File: src/rtl/arb_grant_forwarder.sv
// arb_grant_forwarder
//   Takes a one-hot grant from an upstream round-robin arbiter, accepts the
//   granted port's payload and queues {port, payload} in a small FIFO that
//   drains towards a ready/valid consumer.
//
//   Optional feature macro: ARB_FWD_ERR_CNT_EN
//     defined   -> err_cnt counts clocks with an illegal (multi-hot) grant,
//                  saturating at 255.
//     undefined -> err_cnt is tied to 0 and no counter is built.

// Per-port slice: qualifies the port by its grant bit and returns the
// port's contribution to the selected payload/index, plus its accept.
module arb_grant_forwarder_lane #(
   parameter int          DATA_W = 8,
   parameter int          PW     = 2,
   parameter int unsigned IDX    = 0
) (
   input  logic              gnt,
   input  logic              valid,
   input  logic [DATA_W-1:0] data,
   input  logic              push,
   output logic              ack,
   output logic              sel_valid,
   output logic [DATA_W-1:0] sel_data,
   output logic [PW-1:0]     sel_idx
);

   // Masked contribution; non-granted lanes present all-zero so the
   // parent can OR-reduce across lanes.
   always_comb begin
      sel_valid = gnt & valid;
      sel_data  = gnt ? data : '0;
      sel_idx   = gnt ? PW'(IDX) : '0;
      ack       = gnt & push;
   end

endmodule

module arb_grant_forwarder #(
   parameter int NUM_PORTS = 4,
   parameter int DATA_W    = 8,
   parameter int DEPTH     = 4
) (
   input  logic                          clk,
   input  logic                          reset,
   input  logic [NUM_PORTS-1:0]          src_valid,
   input  logic [NUM_PORTS*DATA_W-1:0]   src_data,
   input  logic [NUM_PORTS-1:0]          gnt_i,
   output logic [NUM_PORTS-1:0]          src_ack,
   output logic                          out_valid,
   output logic [DATA_W-1:0]             out_data,
   output logic [$clog2(NUM_PORTS)-1:0]  out_port,
   input  logic                          out_ready,
   output logic [7:0]                    err_cnt
);

   localparam int PW = $clog2(NUM_PORTS);
   localparam int AW = $clog2(DEPTH);
   localparam int CW = AW + 1;

   typedef struct packed {
      logic [PW-1:0]     port;
      logic [DATA_W-1:0] data;
   } entry_t;

   logic [NUM_PORTS-1:0]             lane_valid;
   logic [NUM_PORTS-1:0][DATA_W-1:0] lane_data;
   logic [NUM_PORTS-1:0][PW-1:0]     lane_idx;

   logic [3:0]        gnt_cnt;
   logic              gnt_legal;
   logic              sel_valid;
   entry_t            sel_entry;

   logic [AW-1:0]     wr_ptr;
   logic [AW-1:0]     rd_ptr;
   logic [CW-1:0]     count;
   logic              full;
   logic              push;
   logic              pop;
   entry_t            mem [DEPTH];

   // Per-port qualification slices
   for (genvar p = 0; p < NUM_PORTS; p++) begin : g_lane
      arb_grant_forwarder_lane #(
         .DATA_W (DATA_W),
         .PW     (PW),
         .IDX    (p)
      ) u_lane (
         .gnt       (gnt_i[p]),
         .valid     (src_valid[p]),
         .data      (src_data[p*DATA_W +: DATA_W]),
         .push      (push),
         .ack       (src_ack[p]),
         .sel_valid (lane_valid[p]),
         .sel_data  (lane_data[p]),
         .sel_idx   (lane_idx[p])
      );
   end

   // Grant population count: exactly one bit set is a legal grant
   always_comb begin
      gnt_cnt = '0;
      for (int p = 0; p < NUM_PORTS; p++)
         gnt_cnt = gnt_cnt + 4'(gnt_i[p]);
      gnt_legal = (gnt_cnt == 4'd1);
   end

   // OR-reduce lane contributions; only the granted lane is non-zero when
   // the grant is legal, so this yields the granted port's payload/index.
   always_comb begin
      sel_valid = 1'b0;
      sel_entry = '0;
      for (int p = 0; p < NUM_PORTS; p++) begin
         sel_valid      = sel_valid | lane_valid[p];
         sel_entry.data = sel_entry.data | lane_data[p];
         sel_entry.port = sel_entry.port | lane_idx[p];
      end
   end

   // Handshake: a full FIFO still accepts when the head leaves on the same
   // edge. Reset gates push so src_ack drops immediately with reset.
   always_comb begin
      full      = (count == CW'(DEPTH));
      out_valid = (count != '0);
      pop       = out_valid & out_ready;
      push      = ~reset & gnt_legal & sel_valid & (~full | pop);
   end

   // Payload storage; not reset, stale entries are unreachable via count
   always_ff @(posedge clk) begin
      if (push)
         mem[wr_ptr] <= sel_entry;
   end

   // Head of FIFO straight from registered storage, no bypass
   always_comb begin
      out_data = mem[rd_ptr].data;
      out_port = mem[rd_ptr].port;
   end

   // Pointers and occupancy; pointers wrap naturally at DEPTH (power of 2)
   always_ff @(posedge clk or posedge reset) begin
      if (reset) begin
         wr_ptr <= '0;
         rd_ptr <= '0;
         count  <= '0;
      end else begin
         if (push)
            wr_ptr <= wr_ptr + AW'(1);
         if (pop)
            rd_ptr <= rd_ptr + AW'(1);
         case ({push, pop})
            2'b10:   count <= count + CW'(1);
            2'b01:   count <= count - CW'(1);
            default: count <= count;
         endcase
      end
   end

`ifdef ARB_FWD_ERR_CNT_EN
   logic       gnt_illegal;
   logic [7:0] err_q;

   always_comb gnt_illegal = (gnt_cnt > 4'd1);

   // Saturating count of clocks that saw a multi-hot grant
   always_ff @(posedge clk or posedge reset) begin
      if (reset)
         err_q <= '0;
      else if (gnt_illegal && (err_q != 8'hFF))
         err_q <= err_q + 8'd1;
   end

   assign err_cnt = err_q;
`else
   assign err_cnt = 8'h00;
`endif

endmodule

File: config.mk
export PLATFORM = sky130hd
export DESIGN_NAME = arb_grant_forwarder
export DESIGN_NICKNAME = d
export VERILOG_FILES = /design/src/rtl/arb_grant_forwarder.sv
export SDC_FILE = /design/constraint.sdc
export NUM_CORES = 1
export LEC_CHECK = 0
export CAP_MARGIN = 20
export CORE_MARGIN = 4
export CORE_UTILIZATION = 47
export CTS_CLUSTER_DIAMETER = 50
export DETAILED_ROUTE_END_ITERATION = 12
export HOLD_SLACK_MARGIN = 0.12
export PLACE_DENSITY = 0.84
export SLEW_MARGIN = 15
export SYNTH_ARGS = -nofsm -noshare
export SYNTH_HDL_FRONTEND = slang
export SYNTH_SLANG_ARGS = --single-unit
File: constraint.sdc
create_clock -name clk -period 5.1 [get_ports clk]
set_input_delay 1.02 -clock clk [delete_from_list [all_inputs] [get_ports clk]]
set_output_delay 1.02 -clock clk [all_outputs]
set_load 0.02 [all_outputs]
; Word level (Yosys, flattened, before mapping)
; Memories as Yosys holds them, arrays and structs flattened.
; Index checks and enable logic that the tools add are counted.
[op_classes]
n_addsub = 7
multipliers = 0
div_mod_pow = 0
magnitude_cmp = 0
n_eq_ne = 4
n_shift = 0
muxes = 10
bitwise = 23
reduce_logical = 2
[op_table]
columns = cell, count
row1 = 2-to-1 mux 8 bit, 4
row2 = OR 8 bit, 3
row3 = bitwise AND 1 bit, 12
row4 = case mux 3 bit (2 select lines), 1
row5 = "adder 2 x 1 -> 2 bit, second input constant", 2
row6 = adder 3 x 1 -> 4 bit, 1
row7 = "equality test 4 x 1 -> 1 bit, second input constant", 1
row8 = 2-to-1 mux 2 bit, 2
row9 = OR 1 bit, 4
row10 = OR 2 bit, 2
row11 = adder 2 x 1 -> 3 bit, 1
row12 = "adder 3 x 1 -> 3 bit, second input constant", 1
row13 = "equality test 3 bit, second input constant", 1
row14 = 2-to-1 mux 1 bit, 3
row15 = nonzero test 3 bit, 1
row16 = "subtractor 3 x 1 -> 3 bit, second input constant", 1
row17 = adder 1 x 1 -> 2 bit, 1
row18 = "equality test 2 x 1 -> 1 bit, second input constant", 1
row19 = "equality test 2 bit, second input constant", 1
row20 = NOT 1 bit, 2
row21 = nonzero test 2 bit, 1
[word_totals]
register_bits = 7
latch_bits = 0
mem_bits_rw = 40
mem_bits_ro = 0
input_bits = 43
elab_cells = 50
memories = 1
[memory_table]
columns = name, words, width, read_ports, rd_ports_with_merged_regs, wr, line
row1 = mem, 4, 10, 1, 0, 1, 81  ; entry_t mem [DEPTH];

; Logic depth before layout (Yosys ltp)
; Gate-level depths: netlist (run 1).
[depth]
depth_word = 9
mapped_depth = 16
mapped_depth_nobuf = 14

; Modules after synthesis
; A second synthesis (run 1) with hierarchy kept.
[unflattened]
cells_unflattened = 186
hier_area_um2 = 2509.9
[modules_own_cells]
columns = module, n_inst, cells_each, area_per_inst_um2, seq_area_each_um2
row1 = arb_grant_forwarder, 1, 135, 2188.3, 1376.3
row2 = arb_grant_forwarder_lane (g_lane[0].u_lane ...), 3, 13, 81.3, 0.0
row3 = arb_grant_forwarder_lane (g_lane[3].u_lane), 1, 12, 77.6, 0.0

; Worst setup path before layout (run 1)
; Ideal clock, no wire load.
[synth_timing]
path_type = in2out
startpoint = input port gnt_i[0]
endpoint = output port src_ack[1]
arrival_ps = 3519
required_ps = 4080
path_slack_ps = 561
stages = 11
n_path_buf = 3
cell_sequence = clkbuf_1 > inv_1 > fa_1 > inv_1 > ha_1 > ha_1 > or4b_1 > a211oi_2 > buf_4 > and2_1 > buf_4
[synth_via]
elab_chain_cells = 8
elab_cells_between_ends = 12
cone_classes = 3 x add/sub / 1 x eq/ne / 8 x bitwise
[synth_lines]
columns = item, line
row1 = from (decl), 48  ; input logic [NUM_PORTS-1:0] gnt_i,
row2 = adder 1 x 1 -> 2 bit, 105  ; gnt_cnt = gnt_cnt + 4'(gnt_i[p]);
row3 = adder 2 x 1 -> 3 bit, 105
row4 = adder 3 x 1 -> 4 bit, 105
row5 = equality test 4 x 1 -> 1 bit, 106  ; gnt_legal = (gnt_cnt == 4'd1);
row6 = bitwise AND 1 bit, 127  ; push = ~reset & gnt_legal & sel_valid & (~full | pop);
row7 = bitwise AND 1 bit (*) (2 in a row), 127
row8 = bitwise AND 1 bit (*), 34  ; ack = gnt & push;
row9 = to (decl), 49  ; output logic [NUM_PORTS-1:0] src_ack,
; Mark *: on every way between the ends. The rest lies on a longest branch, timed or not.

; Worst setup path in the final report (run 1)
[layout_timing]
startpoint = input port gnt_i[1]
endpoint = output port src_ack[2]
; Same word-level chain as after synthesis.

==> results of run 1 <==
stage by stage:
stage | utilization, % | TNS, ns
3_3_place_gp | 62.83 | -0.3939
3_5_place_dp | 62.83 | -0.6215
6_report | 65.28 | 0
4_1_cts | 65.28 | 0
2_1_floorplan | - | 0
5_1_grt | 65.28 | 0
power groups by stage:
stage                     combinational (µW)  sequential, µW  clock, µW
after floorplan                          301             497          0
after global routing                     450             548        281
after global placement                   409             545          0
final                                    416             535        263
after CTS                                422             538        265
after detailed placement                 421             547          0
area by class of cell:
class	instances	area share, %
inverter	12	1.532
multi-input combinational	78	25.28
tap	52	2.213
clock buffer	5	2.340
clock inverter	3	1.319
timing repair buffer	62	20.51
sequential	47	46.81
layer usage:
| layer | part of all wire, % | routed length (µm) |
|---|---|---|
| met1 | 41 | 1924 |
| met2 | 52 | 2414 |
| met3 | 5.8 | 269 |
| met4 | 1.1 | 51 |
| met5 | 0 | 0 |
path summary, 6_finish.rpt:
path / from / end / slack, ns / cells after the start
worst max-delay path: gnt_i[1] / src_ack[2] / 0.12 / 10
worst min-delay path: count[2] / count[2] / 0.52 / 1
worst max register to register: count[0] / count[2] / 2.71 / 10
worst min register to register: count[2] / count[2] / 0.52 / 1
max in group asynchronous: reset / rd_ptr[1] / 3.91 / 2
min in group asynchronous: reset / count[2] / 0.97 / 2
cell families after synthesis:
logic type,share of synthesized area [%]
AO/OA/AOI/OAI,6.944
XOR/XNOR,2.334
adder cells (fa/ha/maj),5.667
buffers and inverters,7.388
flip-flops,61.11
multiplexers,10.94
other,0.1665
AND/OR/NAND/NOR,5.445
worst reg2reg max path: stages, from the launching register on:
cell and delay (ns):
dfrtp_1 0.44, nor4b_1 0.52, a211oi_4 0.09, buf_4 0.19, inv_1 0.07, ha_1 0.18, inv_1 0.06, fa_1 0.37
xor2_1 0.15, nor2_1 0.11, xor2_1 0.15
registers in the layout, summed over array words and instances, names as in the netlist:
register / count
mem: 40
count: 3
rd_ptr: 2
wr_ptr: 2
layout by cell type, fill, tap and decap left out, drive strengths merged, types with 2 or more instances in the layout:
cell type and n:
clkbuf 5, dlygate4sd2 4, xnor2 3, dfrtp 7
buf 5, a22oi 18, fa 2, clkdlybuf4s50 53
clkinv 2, conb 8, ha 7, mux4 10
nand2 10, and2 8, xor2 3, inv 12
edfxtp 40
==> impl_metrics.yaml, run 1 <==
yosys:
  synth.top_cell.area_share_pct: 53.33
  synthTopCellsByArea: "edfxtp_1 (53%), mux4_2 (10%), dfrtp_1 (7.8%), a22oi_1 (6.0%), buf_4 (4.3%)"
  synth_most_common_cell: "edfxtp_1"
  ys.warnings.count: 0
  synth_common_cells: "edfxtp_1 (40), a22oi_1 (18), buf_4 (13)"
  netlist_area_mm2: 0.002252
  synth_edf_count: 40
  syn-instance-count: 149
  ys_types: 24
  synth-seq-cells: 47
  dominantRegCellSynth: "edfxtp_1"
  synth.largest_area_cell: "edfxtp_1"
  async_flop_share_pct: 14.89
  seq_area_frac_synth_pct: 61.11
  syn_area_per_cell_um2: 15.12
setup_path:
  crit_family: "buffers and inverters"
  endpoint_kind: "output pin"
  worst-path-buf-inv: 4
  cpMaxStageDelayCell: "or4b_1"
  path_cells: "clkdlybuf4s50_1, inv_1, fa_1, inv_1, ha_1, ha_1, or4b_1, a211oi_4, and2_1, dlygate4sd2_1"
  startpoint_type: "primary input"
  max_stage_delay_ns: 0.58
  crit_required_ns: 4.08
  worstSetupPathType: "in -> out"
  path_max_fanout: 5
  cp_data_arrival_time_ns: 3.96
timing:
  setup_slack_ns: 0.1172
  rsz0062_at_grt: "no"
  whs_ns: 0.5167
  setup_viol: 0
  drv_slew: 0
  layout_min_cycle_time_ns: 4.983
  finalHoldViolations: 0
  fin_skew_ns: 0.003582
  slew_headroom_pct: 51.78
  worst_slew_pin_slew_ns: 0.7232
  finalCritPeriodShare_pct: 97.70
  fmax_mhz: 200.7
clock_tree:
  clk_latency_ns: 0.30
  cts_sinks: 47
  ctsHoldBuffers: 0
  cts.path.max_buffers: 2
  tritoncts: "done"
  cts_max_level: 2
  path_clk_slew_ns: 0.08
  root_buffer: "clkbuf_8"
  post_cts_buffers: 0
  cts_resized: 5
  cts_buffers: 5
grt:
  use_met3_pct: 5.152
  grt_max_degree: 15
  gr-max-usage-layer: "met2"
  grt_pass1_vias: 1465
  antenna_found_initial: 0
  met2_usage_pct: 28.32
  gr-total-overflow: 0
  grt_pass1_wl_um: 7486
  grtUsageMet1_pct: 20.22
  track_usage_pct: 16.52
power:
  p_per_area_mw_per_mm2: 413.0
  combPwrFrac_pct: 34.2
  irDropWorstVdd_uv: 253.8
  power_frac_clock_pct: 21.7
  intPower_uw: 843.5
  seqPwrFrac_pct: 44.1
  sw_frac_of_total_pct: 30.53
  finalPower_uw: 1214
  switching_power_uw: 370.7
  p_leak_uw: 0.001111
detailed_routing:
  vias: 1363
  antenna_left: 0
  vias_per_cell: 5.263
  first_iter_violations: 103
  wl_um: 4659
  dr.pass1.iters: 4
  route.detailed.drc: 0
  avgRoutedWirePerCell_um: 17.99
final_layout:
  num-nets-final: 258
  antenna_cells: 0
  syn_to_final_growth_pct: 30.56
  drive_above_1_share_pct: 12.08
  fillers: 335
  multi_input_area_um2: 743.2
  regArea_mm2: 0.001376
  design_area_mm2: 0.002940
  final_cells: 259
status:
  status: "finished clean"
place:
  placedCellCount: 251
  port_buffers: 57
  place_area_mm2: 0.002830
  place.gp.congestion: 0.6571
  place_hpwl_um: 3381
  pre_cts_ws_ns: -0.1622
die:
  fp.dieArea_mm2: 0.005964
  die_w_um: 77.23
  coreArea_mm2: 0.004504
  row_count: 24
  io_pins: 66
  initial_core_util_pct: 50.00
  die_height_um: 77.23
worst_hold_path:
  hp-class: "reg -> reg"
job:
  drv_cap: 0
(Power assumes the default switching activity.)
==> run 2, diff against run 1 <==
Settings changed: PLACE_DENSITY 0.84 to 0.85.
==> impl_metrics.yaml, run 2 (synthesis results as in run 1) <==
setup_path:
  path_max_fanout: 5
  worstSetupStartpoint: "gnt_i[0]"
  reg2reg_from: "count[0]"
  startpoint_type: "primary input"
  worstSetupPathType: "in -> out"
  endpoint_kind: "output pin"
  cp_data_arrival_time_ns: 3.90
  crit_required_ns: 4.08
detailed_routing:
  dr.pass1.iters: 4
  avgRoutedWirePerCell_um: 18.00
  first_iter_violations: 81
  antenna_left: 0
  vias_per_cell: 5.405
  wl_um: 4661
  route.detailed.drc: 0
  vias: 1400
timing:
  finalCritPeriodShare_pct: 96.49
  whs_ns: 0.5175
  layout_min_cycle_time_ns: 4.921
  fin_skew_ns: 0.004862
  fmax_mhz: 203.2
  drv_slew: 0
  slew_headroom_pct: 48.88
  rsz0062_at_grt: "no"
  finalHoldViolations: 0
  worst_slew_pin_slew_ns: 0.7561
  setup_viol: 0
clock_tree:
  post_cts_buffers: 0
  root_buffer: "clkbuf_8"
  path_clk_slew_ns: 0.08
  cts_max_level: 2
  cts_buffers: 5
  tritoncts: "done"
  clk_latency_ns: 0.29
  cts.path.max_buffers: 2
  cts_sinks: 47
power:
  p_leak_uw: 0.001095
  irDropWorstVdd_uv: 241.1
  p_per_area_mw_per_mm2: 399.7
final_layout:
  drive_above_1_share_pct: 11.11
  final_common_cell: "clkdlybuf4s50_1"
  design_area_mm2: 0.002913
  fillers: 358
  syn_to_final_growth_pct: 29.33
  final_cells: 259
  final_cell_mix: "clkdlybuf4s50_1 (53), edfxtp_1 (40), a22oi_1 (18), inv_1 (12)"
  largestRegisters: "mem (40), count (3)"
  final_core_util_pct: 64.67
  top_register: "mem"
  antenna_cells: 0
  largest_reg_flops: 40
  num-nets-final: 258
place:
  place_area_mm2: 0.002830
  place_hpwl_um: 3449
  place.gp.congestion: 0.7610
  placedCellCount: 251
  port_buffers: 57
worst_hold_path:
  holdCritStartpoint: "count[2]"
  hp-class: "reg -> reg"
status:
  status: "finished clean"
grt:
  grtUsageMet1_pct: 20.17
  track_usage_pct: 17.09
  grt_pass1_vias: 1457
  use_met3_pct: 4.098
  grt_pass1_wl_um: 7734
  antenna_found_initial: 0
  grt_max_degree: 14
  gr-total-overflow: 0
  gr-max-usage-layer: "met2"
  met2_usage_pct: 29.79
job:
  drv_cap: 0
die:
  initial_core_util_pct: 50.00
  io_pins: 66
  die_height_um: 77.23
  row_count: 24
  coreArea_mm2: 0.004504
  die_w_um: 77.23
  fp.dieArea_mm2: 0.005964
## run 2: power by group
group / switching, µW / leakage [µW] / internal [µW] / total (µW)
Clock: 115 / 0.0000395 / 97.5 / 212
Combinational: 182 / 0.000619 / 236 / 418
Sequential: 70.1 / 0.000437 / 464 / 534
Total: 367 / 0.00110 / 798 / 1160
## run 2: worst max-delay path, cell delays in order
cell,delay (ns)
clkdlybuf4s50_1,0.48
inv_1,0.07
fa_1,0.53
inv_1,0.04
ha_1,0.17
ha_1,0.26
or4b_1,0.58
a211oi_4,0.26
and2_1,0.17
dlygate4sd2_1,0.33
## run 2: through the flow
step	TNS, ns	setup slack, ns	total power (µW)
final	0	0.1791	1164
after global routing	0	0.02885	1232
after CTS	0	0.1050	1178
after detailed placement	-0.7440	-0.1903	968.9
after global placement	-0.3898	-0.1003	954.6
after floorplan	0	0.5606	798.2
## run 2: metal layers
| layer | part of all wire [%] | up-vias | wire, µm |
|---|---|---|---|
| li1 | - | 646 | - |
| met1 | 42 | 697 | 1955 |
| met2 | 51 | 50 | 2376 |
| met3 | 5.1 | 7 | 240 |
| met4 | 1.9 | 0 | 89 |
| met5 | 0 | - | 0 |
## run 2: path summary, 6_finish.rpt
path	endpoint	slack [ns]	cells past startpoint
max	src_ack[1]	0.18	10
min	count[2]	0.52	1
max reg2reg	count[2]	2.49	10
min reg2reg	count[2]	0.52	1
max in group asynchronous	rd_ptr[1]	3.89	2
min in group asynchronous	wr_ptr[0]	1.00	2
## run 2: timing repair
action | 4_1_cts | 5_1_grt
gates resized for setup | 5 | 0
hold buffers | 0 | 0
pin swaps | 0 | 1
setup endpoints to repair | 4 | 3
## run 2: final cells by class
cell class | instances | area, µm² | area share, %
Timing Repair Buffer | 62 | 603.1 | 20.70
Sequential cell | 47 | 1376 | 47.25
Multi-Input combinational cell | 78 | 743.2 | 25.52
Inverter | 12 | 45.04 | 1.546
Clock buffer | 8 | 80.08 | 2.749
Tap cell | 52 | 65.06 | 2.234
==> run 3, diff against run 2 <==
Settings changed: GPL_TIMING_DRIVEN from default to 0.
==> impl_metrics.yaml, run 3 (synthesis results as in run 1) <==
status:
  status: "finished clean"
timing:
  fin_skew_ns: 0.007103
  drv_slew: 0
  setup_viol: 0
  layout_min_cycle_time_ns: 4.799
  worst_slew_pin_slew_ns: 0.6906
  whs_ns: 0.5123
  rsz0062_at_grt: "no"
  slew_headroom_pct: 53.96
  fmax_mhz: 208.4
  finalHoldViolations: 0
  finalCritPeriodShare_pct: 94.09
detailed_routing:
  vias_per_cell: 5.237
  antenna_left: 0
  vias: 1435
  first_iter_violations: 118
  avgRoutedWirePerCell_um: 17.62
  route.detailed.drc: 0
  dr.pass1.iters: 4
  wl_um: 4829
place:
  place_area_mm2: 0.002914
  place_hpwl_um: 3523
  port_buffers: 57
  placedCellCount: 265
  place.gp.congestion: 0.7007
clock_tree:
  cts_buffers: 5
  cts_max_level: 2
  cts_sinks: 47
  cts.path.max_buffers: 2
  root_buffer: "clkbuf_8"
  clk_latency_ns: 0.30
  tritoncts: "done"
  path_clk_slew_ns: 0.08
power:
  p_leak_uw: 0.001171
  p_per_area_mw_per_mm2: 389.8
  irDropWorstVdd_uv: 205.2
final_layout:
  final_common_cell: "clkdlybuf4s50_1"
  largest_reg_flops: 40
  final_cell_mix: "clkdlybuf4s50_1 (50), edfxtp_1 (40), a22oi_1 (18), buf_4 (16), inv_1 (12)"
  multi_input_area_um2: 735.7
  largestRegisters: "mem (40), count (3)"
  fillers: 322
  drive_above_1_share_pct: 20.27
  num-nets-final: 273
  design_area_mm2: 0.003020
  final_core_util_pct: 67.06
  final_cells: 274
  antenna_cells: 0
  syn_to_final_growth_pct: 34.11
  top_register: "mem"
  regArea_mm2: 0.001376
grt:
  grt_pass1_wl_um: 7700
  gr-total-overflow: 0
  grt_max_degree: 15
  grt_pass1_vias: 1467
  antenna_found_initial: 0
  track_usage_pct: 17.25
setup_path:
  path_max_fanout: 11
  worstSetupPathType: "in -> out"
  cp_data_arrival_time_ns: 3.78
  timing.rr.end: "count[2]"
  endpoint_kind: "output pin"
  r2r_setup_slack_ns: 2.60
  crit_required_ns: 4.08
  startpoint_type: "primary input"
  reg2reg_from: "count[0]"
  worstRegToRegCells: 11
job:
  drv_cap: 0
die:
  die_w_um: 77.23
  die_height_um: 77.23
  io_pins: 66
  fp.dieArea_mm2: 0.005964
  initial_core_util_pct: 50.00
  row_count: 24
  coreArea_mm2: 0.004504
worst_hold_path:
  min_to: "count[2]"
  hp-class: "reg -> reg"
  holdCritStartpoint: "count[2]"
  min_path_cells: 1
## run 3: power breakdown
part	internal, µW	switching, µW
logic	247	222
clock network	93.8	118
registers	465	32.4
total	805	372
## run 3: timing repair
action                     4_1_cts  5_1_grt
buffers inserted                 3        0
resized for setup               17        5
hold buffers                     0        0
pin swaps                        1        1
setup endpoints to repair        4        4
## run 3: layer usage
metal | share of wire [%] | wire [µm] | GRT usage (%)
met1 | 42 | 2021 | 21.61
met2 | 51 | 2474 | 28.84
met3 | 5.3 | 258 | 4.333
met4 | 1.6 | 75 | 6.406
met5 | 0 | 0 | 0
## run 3: area by class of cell
type,instances,area share [%]
Buffer,17,4.101
Sequential cell,47,45.57
Timing Repair Buffer,60,19.55
Clock inverter,3,0.4971
Multi-Input combinational cell,78,24.36
Clock buffer,5,2.278
Tap cell,52,2.154
Inverter,12,1.491
## run 3: per-stage QoR
stage | power [µW] | TNS, ns | setup slack (ns)
floorplan | 798.2 | 0 | 0.5606
global placement | 967.5 | -3.162 | -0.7969
detailed placement | 982.1 | -3.361 | -0.8444
CTS | 1191 | 0 | 0.04256
global route | 1251 | 0 | 0.1066
finish | 1177 | 0 | 0.3012
## run 3: critical path, cell delays in order
cell and delay, ns:
clkbuf_2 0.25, inv_1 0.11, fa_1 0.54, inv_1 0.04, ha_1 0.17, ha_1 0.26, or4b_1 0.53, a211oi_2 0.24
buf_4 0.17, and2_1 0.12, buf_4 0.09, clkdlybuf4s15_2 0.25
## run 3: worst max path at each step
stage,from,to,cells past startpoint
after floorplan,gnt_i[0],src_ack[1],11
after global placement,gnt_i[3],src_ack[3],13
after detailed placement,gnt_i[3],src_ack[3],13
after CTS,gnt_i[3],src_ack[1],13
after global routing,gnt_i[0],src_ack[3],12
final,gnt_i[0],src_ack[3],12
